$ cat config.mk
export PLATFORM = sky130hd
export DESIGN_NAME = dcache_flush_seq_flat
export DESIGN_NICKNAME = d
export VERILOG_FILES = /design/src/rtl/dcache_flush_seq_if.sv /design/src/rtl/dcache_flush_seq.sv /design/src/flat_wrapper.sv
export SDC_FILE = /design/constraint.sdc
export NUM_CORES = 1
export LEC_CHECK = 0
export CAP_MARGIN = 10
export CORE_MARGIN = 1
export CORE_UTILIZATION = 30
export DETAILED_ROUTE_END_ITERATION = 10
export MAX_ROUTING_LAYER = met4
export PLACE_DENSITY = 0.51
export SYNTH_ARGS = -nofsm -noshare
export SYNTH_HDL_FRONTEND = slang
export SYNTH_SLANG_ARGS = --single-unit
$ cat constraint.sdc
create_clock -name clk_i -period 1.9 [get_ports clk_i]
set_input_delay 0.19 -clock clk_i [delete_from_list [all_inputs] [get_ports clk_i]]
set_output_delay 0.19 -clock clk_i [all_outputs]
set_load 0.05 [all_outputs]
$ cat src/rtl/dcache_flush_seq_if.sv
// rtl/dcache_flush_seq_if.sv - flush request, write-buffer and tag-array handshake bundle for the dcache flush sequencer
interface dcache_flush_seq_if #(
    parameter int NumSets = 256,
    parameter int NumWays = 8
);
    localparam int IdxW = $clog2(NumSets);

    logic              flush_req_i;
    logic              flush_ack_o;
    logic              busy_o;
    logic              stall_o;
    logic              wbuf_empty_i;
    logic              tag_req_o;
    logic              tag_gnt_i;
    logic [IdxW-1:0]   tag_idx_o;
    logic [NumWays-1:0] tag_way_o;

    modport master (
        input  flush_req_i,
        input  wbuf_empty_i,
        input  tag_gnt_i,
        output flush_ack_o,
        output busy_o,
        output stall_o,
        output tag_req_o,
        output tag_idx_o,
        output tag_way_o
    );

    modport slave (
        output flush_req_i,
        output wbuf_empty_i,
        output tag_gnt_i,
        input  flush_ack_o,
        input  busy_o,
        input  stall_o,
        input  tag_req_o,
        input  tag_idx_o,
        input  tag_way_o
    );
endinterface

$ cat src/rtl/dcache_flush_seq.sv
// rtl/dcache_flush_seq.sv - drains the write buffer then invalidates every set of the write-through dcache
module dcache_flush_seq #(
    parameter int NumSets = 256,
    parameter int NumWays = 8
) (
    input  logic                clk_i,
    input  logic                rst_ni,
    dcache_flush_seq_if.master  bus
);
    localparam int IdxW = $clog2(NumSets);
    localparam logic [IdxW-1:0] LastIdx = IdxW'(NumSets - 1);

    typedef enum logic [1:0] {
        IDLE  = 2'd0,
        DRAIN = 2'd1,
        INV   = 2'd2,
        DONE  = 2'd3
    } state_e;

    state_e          state_q, state_d;
    logic [IdxW-1:0] cnt_q, cnt_d;

    always_ff @(posedge clk_i or negedge rst_ni) begin
        if (!rst_ni) begin
            state_q <= IDLE;
            cnt_q   <= '0;
        end else begin
            state_q <= state_d;
            cnt_q   <= cnt_d;
        end
    end

    always_comb begin
        state_d = state_q;
        cnt_d   = cnt_q;
        case (state_q)
            IDLE: begin
                if (bus.flush_req_i) state_d = DRAIN;
            end
            DRAIN: begin
                if (bus.wbuf_empty_i) begin
                    cnt_d   = '0;
                    state_d = INV;
                end
            end
            INV: begin
                // Last set goes straight to DONE so the counter never wraps.
                if (bus.tag_gnt_i) begin
                    if (cnt_q == LastIdx) state_d = DONE;
                    else                  cnt_d   = cnt_q + IdxW'(1);
                end
            end
            DONE: begin
                state_d = IDLE;
            end
            default: begin
                state_d = IDLE;
            end
        endcase
    end

    // Outputs are pure decodes of the registered state and counter.
    assign bus.tag_req_o   = (state_q == INV);
    assign bus.tag_idx_o   = (state_q == INV) ? cnt_q : '0;
    assign bus.tag_way_o   = (state_q == INV) ? '1 : '0;
    assign bus.flush_ack_o = (state_q == DONE);
    assign bus.busy_o      = (state_q != IDLE);
    assign bus.stall_o     = (state_q != IDLE);
endmodule

$ cat src/flat_wrapper.sv
// flat-port wrapper written by rule: the top's interface ports become plain ports
module dcache_flush_seq_flat 
#(
    parameter int NumSets = 256,
    parameter int NumWays = 8
)
  (clk_i, rst_ni, bus_flush_req_i, bus_wbuf_empty_i, bus_tag_gnt_i, bus_flush_ack_o, bus_busy_o, bus_stall_o, bus_tag_req_o, bus_tag_idx_o, bus_tag_way_o);
  dcache_flush_seq_if #(.NumSets(NumSets), .NumWays(NumWays)) bus_i ();
  input  logic clk_i;
  input  logic rst_ni;
  input wire logic [$bits(bus_i.flush_req_i)-1:0] bus_flush_req_i;
  input wire logic [$bits(bus_i.wbuf_empty_i)-1:0] bus_wbuf_empty_i;
  input wire logic [$bits(bus_i.tag_gnt_i)-1:0] bus_tag_gnt_i;
  output wire logic [$bits(bus_i.flush_ack_o)-1:0] bus_flush_ack_o;
  output wire logic [$bits(bus_i.busy_o)-1:0] bus_busy_o;
  output wire logic [$bits(bus_i.stall_o)-1:0] bus_stall_o;
  output wire logic [$bits(bus_i.tag_req_o)-1:0] bus_tag_req_o;
  output wire logic [$bits(bus_i.tag_idx_o)-1:0] bus_tag_idx_o;
  output wire logic [$bits(bus_i.tag_way_o)-1:0] bus_tag_way_o;
  assign bus_i.flush_req_i = bus_flush_req_i;
  assign bus_i.wbuf_empty_i = bus_wbuf_empty_i;
  assign bus_i.tag_gnt_i = bus_tag_gnt_i;
  assign bus_flush_ack_o = bus_i.flush_ack_o;
  assign bus_busy_o = bus_i.busy_o;
  assign bus_stall_o = bus_i.stall_o;
  assign bus_tag_req_o = bus_i.tag_req_o;
  assign bus_tag_idx_o = bus_i.tag_idx_o;
  assign bus_tag_way_o = bus_i.tag_way_o;
  dcache_flush_seq #(.NumSets(NumSets), .NumWays(NumWays)) u_core (.clk_i(clk_i), .rst_ni(rst_ni), .bus(bus_i));
endmodule
* Word-level counts from Yosys, hierarchy flattened *
Index checks and enable logic that the tools add are counted.

cells by class
  add/subtract/negate cells = 1
  equality and inequality tests = 9
  multiplexer cells = 11
  reductions and logical operators = 5

operator list
  cell                                                  number
  two-way mux 8 bit                                     5
  case mux 8 bit (2 select lines)                       1
  adder 8 x 1 -> 8 bit (second input constant)          1
  equality test 8 bit (second input constant)           1
  two-way mux 2 bit                                     4
  != test 2 bit (second input constant)                 4
  case mux 2 bit (4 select lines)                       1
  AND reduction 4 bit                                   2
  equality test 2 bit (second input constant)           2
  nonzero test 2 bit                                    2
  equality test 2 x 1 -> 1 bit (second input constant)  1
  zero test 2 bit                                       1
  != test 2 x 1 -> 1 bit (second input constant)        1

storage, ports and cells
  flip-flop bits (word level) = 10
  input port bits = 5
  output and inout port bits = 20
  logic and storage cells = 28

* Depth between registers and ports, before layout *
Gate-level depths: netlist of the first run.

  depth after elaboration = 4
  gate-level depth with buffers = 7
  depth with buffers taken out = 6

* Least setup slack after synthesis of the first run *
Ideal clock, no wire load.

  path kind = register to register
  from = register u_core.state_q[0]
  to = register u_core.cnt_q[0]
  library setup time = 0.123 ns
  data arrival time = 2.118 ns
  data required time = 1.777 ns
  path slack = -0.341 ns
  cell stages (with the launch flop) = 8
  buffers on the path = 1
  clock period less this slack = 2.241 ns
  cells stage by stage = dfrtp_1 > inv_1 > ha_1 > buf_6 > and2_1 > nand2_1 > mux2i_1 > nor3_1

on the way
  longest elaborated chain between the ends = 3
  elaborated cells between the ends (all ways) = 8
  those cells by class = 5 x eq/ne; 1 x mux; 2 x reduce/logical

ends and longest elaborated chain
  item                                                                  line                    text
  from (decl)                                                           dcache_flush_seq.sv:20  state_e state_q, state_d;
  from (signal assigned)                                                dcache_flush_seq.sv:28  state_q <= state_d;
  equality test 2 bit (*)                                               --
  named net bus_tag_req_o                                               flat_wrapper.sv:17      output wire logic [$bits(bus_i.tag_req_o)-1:0] bus_tag_req_o;
  != test 2 bit (no line) / nonzero test 2 bit (equally long branches)  --
  AND reduction 4 bit (no line)                                         --
  to (signal assigned)                                                  dcache_flush_seq.sv:29  cnt_q <= cnt_d;
  to (decl)                                                             dcache_flush_seq.sv:21  logic [IdxW-1:0] cnt_q, cnt_d;

The timed path passes the listed nets; every way through them passes the cells marked *.
A chain may end at the register's enable or synchronous reset.

* Worst setup path in the final report of the first run *
  from = register u_core.state_q[1]
  to = register u_core.cnt_q[1]

on the way
  longest elaborated chain between the ends = 3
  elaborated cells between the ends (all ways) = 8
  those cells by class = 5 x eq/ne; 1 x mux; 2 x reduce/logical

ends and longest elaborated chain
  item                                                                        line                    text
  equality test 2 bit / equality test 2 x 1 -> 1 bit (equally long branches)  dcache_flush_seq.sv:36  case (state_q)
  != test 2 bit (no line) / nonzero test 2 bit (equally long branches)        --
  AND reduction 4 bit (no line)                                               --

Several ways; a longest one is shown, not always the timed one.

==> results by group, run 1 <==
Pwr
  – Leak: 0.5408 nW
  – Pwr per Cell Area: 1713 mW/mm^2
  – Total power: 0.002141 W
  – Worst IR Drop VDD: 0.001318 V

Clocking
  – CTS buffer count: 3
  – Clk sink count: 10
  – Clock-pin transition on the worst setup and hold timing paths: 70 ps
  – Max clock buf depth: 2
  – H-tree levels: 1
  – Clk root buf: clkbuf_4
  – Clock Latency Late Sink: 270 ps
  – TritonCTS clock tree: built
  – Post-CTS Setup Inserts: 0

Timing
  – Slew @ Worst Pin: 479.1 ps
  – RSZ-0062 raised after global routing: false
  – Final Hold Fails: 0
  – Max-slew violation count: 0
  – Setup TNS: 0 ps
  – Fmax: 543.6 MHz
  – Final Cycle Share: 0.9683
  – Clk_skew: 3.743 ps
  – Slew margin rel.: 0.6796
  – Min Clock Period, post-route: 1840 ps
  – Final setup violation count: 0
  – WHS: 249.8 ps

Final layout
  – P&R area growth vs syn: 51.82%
  – ANT cells: 0
  – Layout cells sized above 1: 0.3486
  – Number of nets in the layout: 122

Place
  – Port Buffers: 24
  – GPL Wtd Cong: 0.7903
  – Post-DP HPWL: 1.452 mm

Global routing
  – Largest net degree at the start of global routing: 13
  – Tot GR Track Use: 0.1565
  – Initial antenna violation count: 0
  – First-pass GRT wire length: 3.153 mm
  – Global route overflow: 0
  – Number of global-route vias before repair: 649

Synthesis
  – Post-synth EDFFs: 0
  – Top cells by area, synth: dfrtp_1 (30%), ha_1 (9.1%), buf_4 (8.2%)
  – Synth Instances: 88
  – Yosys warns: 0
  – Top-area cell type share of the netlist area: 0.3040
  – Prevailing post-synth register cell: dfrtp_1
  – Yosys cell types: 36
  – Async set or reset register ratio after synthesis: 1.000
  – Yosys reg bits: 10
  – Post-synthesis sequential area ratio: 0.3040
  – Syn_nets: 99
  – Cell taking the most area after synthesis: dfrtp_1
  – Mapped cell area: 823.3 um^2
  – Avg Inst Size Synth: 9.356 um^2

Worst setup path
  – CP endpoint kind: flip-flop
  – R2r worst-path depth: 6
  – WS Path Type: reg -> reg
  – Crit start category: flip-flop
  – Arrival @ worst endpoint: 1990 ps
  – Required @ worst endpoint: 2050 ps
  – Crit Path Max Fanout: 5

Run
  – Max_cap viols: 0

Detailed routing
  – DRC: 0
  – Routed len/inst: 13.48 um
  – Via density per instance: 5.230
  – Final ANT Viol Nets: 0
  – Vias post-DR: 727
  – Drt first pass iters: 4
  – WL final: 1.874 mm
  – Initial DRC Count: 8

Floorplan
  – I/O Pins: 25
  – Die area: 0.002958 mm^2
  – Starting Density: 0.3235
  – Core area: 0.002545 mm^2
  – Core Rows: 18
  – Die Height: 54.39 um
  – Die Width: 54.39 um

Outcome
  – Outcome: complete, no violations

Worst hold path
  – Hold Path Class: in -> async
registers in the layout, indices dropped and copies added (netlist names):
name / count
u_core.cnt_q: 8
u_core.state_q: 2
cell usage after synthesis, types with 3 or more instances:
cell type and number:
ha_1 6, nor3_1 3, and2_1 7, dfrtp_1 10, a21oi_1 7, buf_4 9, inv_1 4, nand3_1 3
nor2_1 4
cells by family after synthesis:
group	synth area share
and+or+nand+nor	0.2340
AOI/OAI and AO/OA	0.1945
buffers and inverters	0.1322
DFF	0.3040
adders and majority gates	0.09118
muxes	0.04407
worst max-delay path: stages (launching register included):
cell,delay (ps)
dfrtp_1,430
inv_1,140
ha_2,220
or2b_1,300
and3_1,200
mux2_4,250
a22o_1,180
metrics by stage:
step	instance area, um^2	instances	worst slack [ps]	utilization
after floorplan	827.0	88	35.87	-
after global placement	1211	136	180.2	0.4759
after detailed placement	1211	136	111.4	0.4759
after CTS	1234	139	36.57	0.4848
after global routing	1250	139	1.785	0.4912
final	1250	139	60.27	0.4912
power by group:
part | switching [W] | total, W | internal [W]
clock network | 0.0000724 | 0.000146 | 0.0000732
registers | 0.0000556 | 0.000312 | 0.000257
logic | 0.000960 | 0.00168 | 0.000724
total | 0.00109 | 0.00214 | 0.00105
routing by layer:
metal	part of all wire	up-vias	GRT usage
li1	-	358	-
met1	0.49	349	0.2104
met2	0.45	18	0.2256
met3	0.052	2	0.05833
met4	0.0053	0	0.02564
met5	0	-	-
path summary, 6_finish.rpt:
check                                  start                 to  slack, ps
max reg2reg                u_core.state_q[1]    u_core.cnt_q[1]         60
max                        u_core.state_q[1]    u_core.cnt_q[1]         60
min                                   rst_ni    u_core.cnt_q[5]        250
min in group clk_i         u_core.state_q[0]  u_core.state_q[0]        600
min reg2reg                u_core.state_q[0]  u_core.state_q[0]        600
max in group asynchronous             rst_ni    u_core.cnt_q[6]       1330
area by class of cell:
class,count,area (um^2)
Fill cell,251,1295
Multi-Input combinational cell,63,480.5
Timing Repair Buffer,29,444.2
Sequential cell,10,250.2
Tap cell,30,37.54
Clock buffer,3,22.52
Inverter,4,15.01
repair_timing:
action	CTS	global route
setup endpoints to repair	0	16
hold buffers	0	0
gates resized for setup	0	3
cell usage in the layout, fill, tap and decap left out, drive strengths merged, types with 3 or more instances in the layout:
cell type,netlist,routed
inv,4,4
a21oi,7,7
dfrtp,10,10
clkdlybuf4s50,0,4
nand3,3,3
buf,11,25
nor2,4,4
nor3,3,3
ha,6,6
clkbuf,0,3
and2,9,9
Power figures use the tool's default switching activity.
==> run 2, diff against run 1 <==
Clock period 1.9 ns to 1.7 ns, I/O delays scaled along.
==> run 2 against run 1 <==
  * Non-clock buffer count rose by 11
  * Count of clock-buffer cells in the layout rose by 1
  * Critical path depth unchanged
  * Largest power group unchanged
==> results by group, run 2 (synthesized netlist as in run 1, its figures left out) <==
Detailed routing
  – Initial DRC Count: 15 (was 8)
  – Via density per instance: 5.073 (was 5.230)
  – Vias post-DR: 766 (was 727)
  – Drt first pass iters: 4 (unchanged)
  – WL final: 1.975 mm (was 1.874 mm)
  – Routed len/inst: 13.08 um (was 13.48 um)
  – Final ANT Viol Nets: 0 (unchanged)
  – DRC: 0 (unchanged)

Floorplan
  – I/O Pins: 25 (unchanged)
  – Die Width: 54.39 um (unchanged)
  – Core Rows: 18 (unchanged)
  – Die Height: 54.39 um (unchanged)
  – Starting Density: 0.3235 (unchanged)
  – Core area: 0.002545 mm^2 (unchanged)
  – Die area: 0.002958 mm^2 (unchanged)

Timing
  – Max-slew violation count: 0 (unchanged)
  – Final setup violation count: 0 (unchanged)
  – Clk_skew: 3.684 ps (was 3.743 ps)
  – Fmax: 598.1 MHz (was 543.6 MHz)
  – Slew margin rel.: 0.6836 (was 0.6796)
  – Final Cycle Share: 0.9835 (was 0.9683)
  – Min Clock Period, post-route: 1672 ps (was 1840 ps)
  – Setup WS post-layout: 28.13 ps (was 60.27 ps)
  – Slew @ Worst Pin: 473.2 ps (was 479.1 ps)
  – Final Hold Fails: 0 (unchanged)
  – RSZ-0062 raised after global routing: true (was false)

Worst setup path
  – Crit Path Max Fanout: 5 (unchanged)
  – WS Path Type: reg -> reg (unchanged)
  – R2r worst-path depth: 6 (unchanged)
  – Crit start category: flip-flop (unchanged)
  – Required @ worst endpoint: 1860 ps (was 2050 ps)
  – CP endpoint kind: flip-flop (unchanged)
  – Arrival @ worst endpoint: 1830 ps (was 1990 ps)

Final layout
  – Layout cells sized above 1: 0.4793 (was 0.3486)
  – Number of nets in the layout: 133 (was 122)
  – Top Registers: u_core.cnt_q: 8 flops, u_core.state_q: 2 flops (unchanged)
  – Fillers: 222 (was 251)
  – P&R area growth vs syn: 74.77% (was 51.82%)
  – ANT cells: 0 (unchanged)
  – Commonest non-fill, non-tap cell in the layout: buf_12 (unchanged)
  – Max FFs per register: 8 (unchanged)
  – Commonest cells after routing, fill and taps aside: buf_12 (22), buf_4 (12), dfrtp_1 (9), a21oi_1 (7) (was buf_12 (17), dfrtp_1 (10), a21oi_1 (7), buf_4 (7), and2_1 (6))
  – Largest Register: u_core.cnt_q (unchanged)

Clocking
  – TritonCTS clock tree: built (unchanged)
  – Max clock buf depth: 2 (unchanged)
  – Post-cts hold buffer count: 0 (unchanged)
  – Clock-pin transition on the worst setup and hold timing paths: 70 ps (about the same)
  – Clk root buf: clkbuf_4 (unchanged)
  – Clock Latency Late Sink: 260 ps (was 270 ps)
  – H-tree levels: 1 (unchanged)
  – Clk sink count: 10 (unchanged)
  – CTS buffer count: 3 (unchanged)

Global routing
  – Number of global-route vias before repair: 692 (was 649)
  – Initial antenna violation count: 0 (unchanged)
  – First-pass GRT wire length: 3.153 mm (unchanged)
  – Tot GR Track Use: 0.1549 (was 0.1565)
  – Largest net degree at the start of global routing: 16 (was 13)
  – Global route overflow: 0 (unchanged)

Place
  – DP Worst Slack: -5.043 ps (was 111.4 ps)
  – Port Buffers: 24 (unchanged)
  – GPL Wtd Cong: 0.7617 (was 0.7903)
  – Post-DP HPWL: 1.570 mm (was 1.452 mm)

Worst hold path
  – Hold Path Class: in -> async (unchanged)

Run
  – Max_cap viols: 0 (unchanged)

Pwr
  – Worst IR Drop VDD: 0.001494 V (was 0.001318 V)
  – Leak: 0.6272 nW (was 0.5408 nW)
  – Pwr per Cell Area: 2008 mW/mm^2 (was 1713 mW/mm^2)
  – Total power: 0.002890 W (was 0.002141 W)

Outcome
  – Outcome: complete, no violations (unchanged)
[run 2: cell types whose count changed in the layout (fill, tap and decap cells not counted), sizes merged]
cell      previous run  this run
inv                  4         3
buf                 25        36
clkbuf               3         4
clkinvlp             0         1
[run 2: cell type report]
cell class / count / area (um^2) / area share
well taps: 30 / 37.54 / 0.02609
flip-flops and latches: 10 / 251.5 / 0.1748
inverters: 4 / 18.77 / 0.01304
repair buffers: 40 / 593.1 / 0.4122
clock buffers: 4 / 36.28 / 0.02522
multi-input cells: 63 / 501.7 / 0.3487
[run 2: report_power, final]
group / switching, W / total [W] / internal [W]
Sequential: 0.0000482 / 0.000337 / 0.000289
Clock: 0.0000822 / 0.000212 / 0.000130
Combinational: 0.00119 / 0.00234 / 0.00115
[run 2: timing repair]
item / 4_1_cts / 5_1_grt
endpoints found under the setup margin: 9 / 12
resized for setup: 6 / 3
buffers inserted: 0 / 4
[run 2: metal layers]
| metal | track usage | vias to the layer above | routed length (um) |
|---|---|---|---|
| li1 | - | 384 | - |
| met1 | 0.1889 | 364 | 849 |
| met2 | 0.2520 | 16 | 1023 |
| met3 | 0.05000 | 2 | 89 |
| met4 | 0.02564 | 0 | 13 |
| met5 | - | - | 0 |
[run 2: worst paths after layout]
check / startpoint / end / slack [ps]
min in group clk_i: bus_wbuf_empty_i / u_core.cnt_q[0] / 560
max: u_core.state_q[1] / u_core.cnt_q[1] / 30
max reg2reg: u_core.state_q[1] / u_core.cnt_q[1] / 30
max in group asynchronous: rst_ni / u_core.state_q[1] / 1120
min reg2reg: u_core.state_q[1] / u_core.state_q[1] / 590
min: rst_ni / u_core.cnt_q[1] / 230
[run 2: worst max-delay path, cell delays in order, from the launching register on]
cell	delay, ps
dfrtp_2	440
inv_2	70
ha_2	160
or2b_4	280
and3_1	190
mux2_4	260
a22o_1	170
[run 2: per-stage QoR]
stage	setup TNS, ps	cell area [um^2]	util	std cells	hold slack (ps)
2_1_floorplan	-4.485	857.1	-	88	-125.6
3_3_place_gp	0	1319	0.5182	143	535.5
3_5_place_dp	-5.043	1319	0.5182	143	527.6
4_1_cts	0	1374	0.5398	147	237.7
5_1_grt	-149.1	1439	0.5654	151	254.3
6_report	0	1439	0.5654	151	226.7
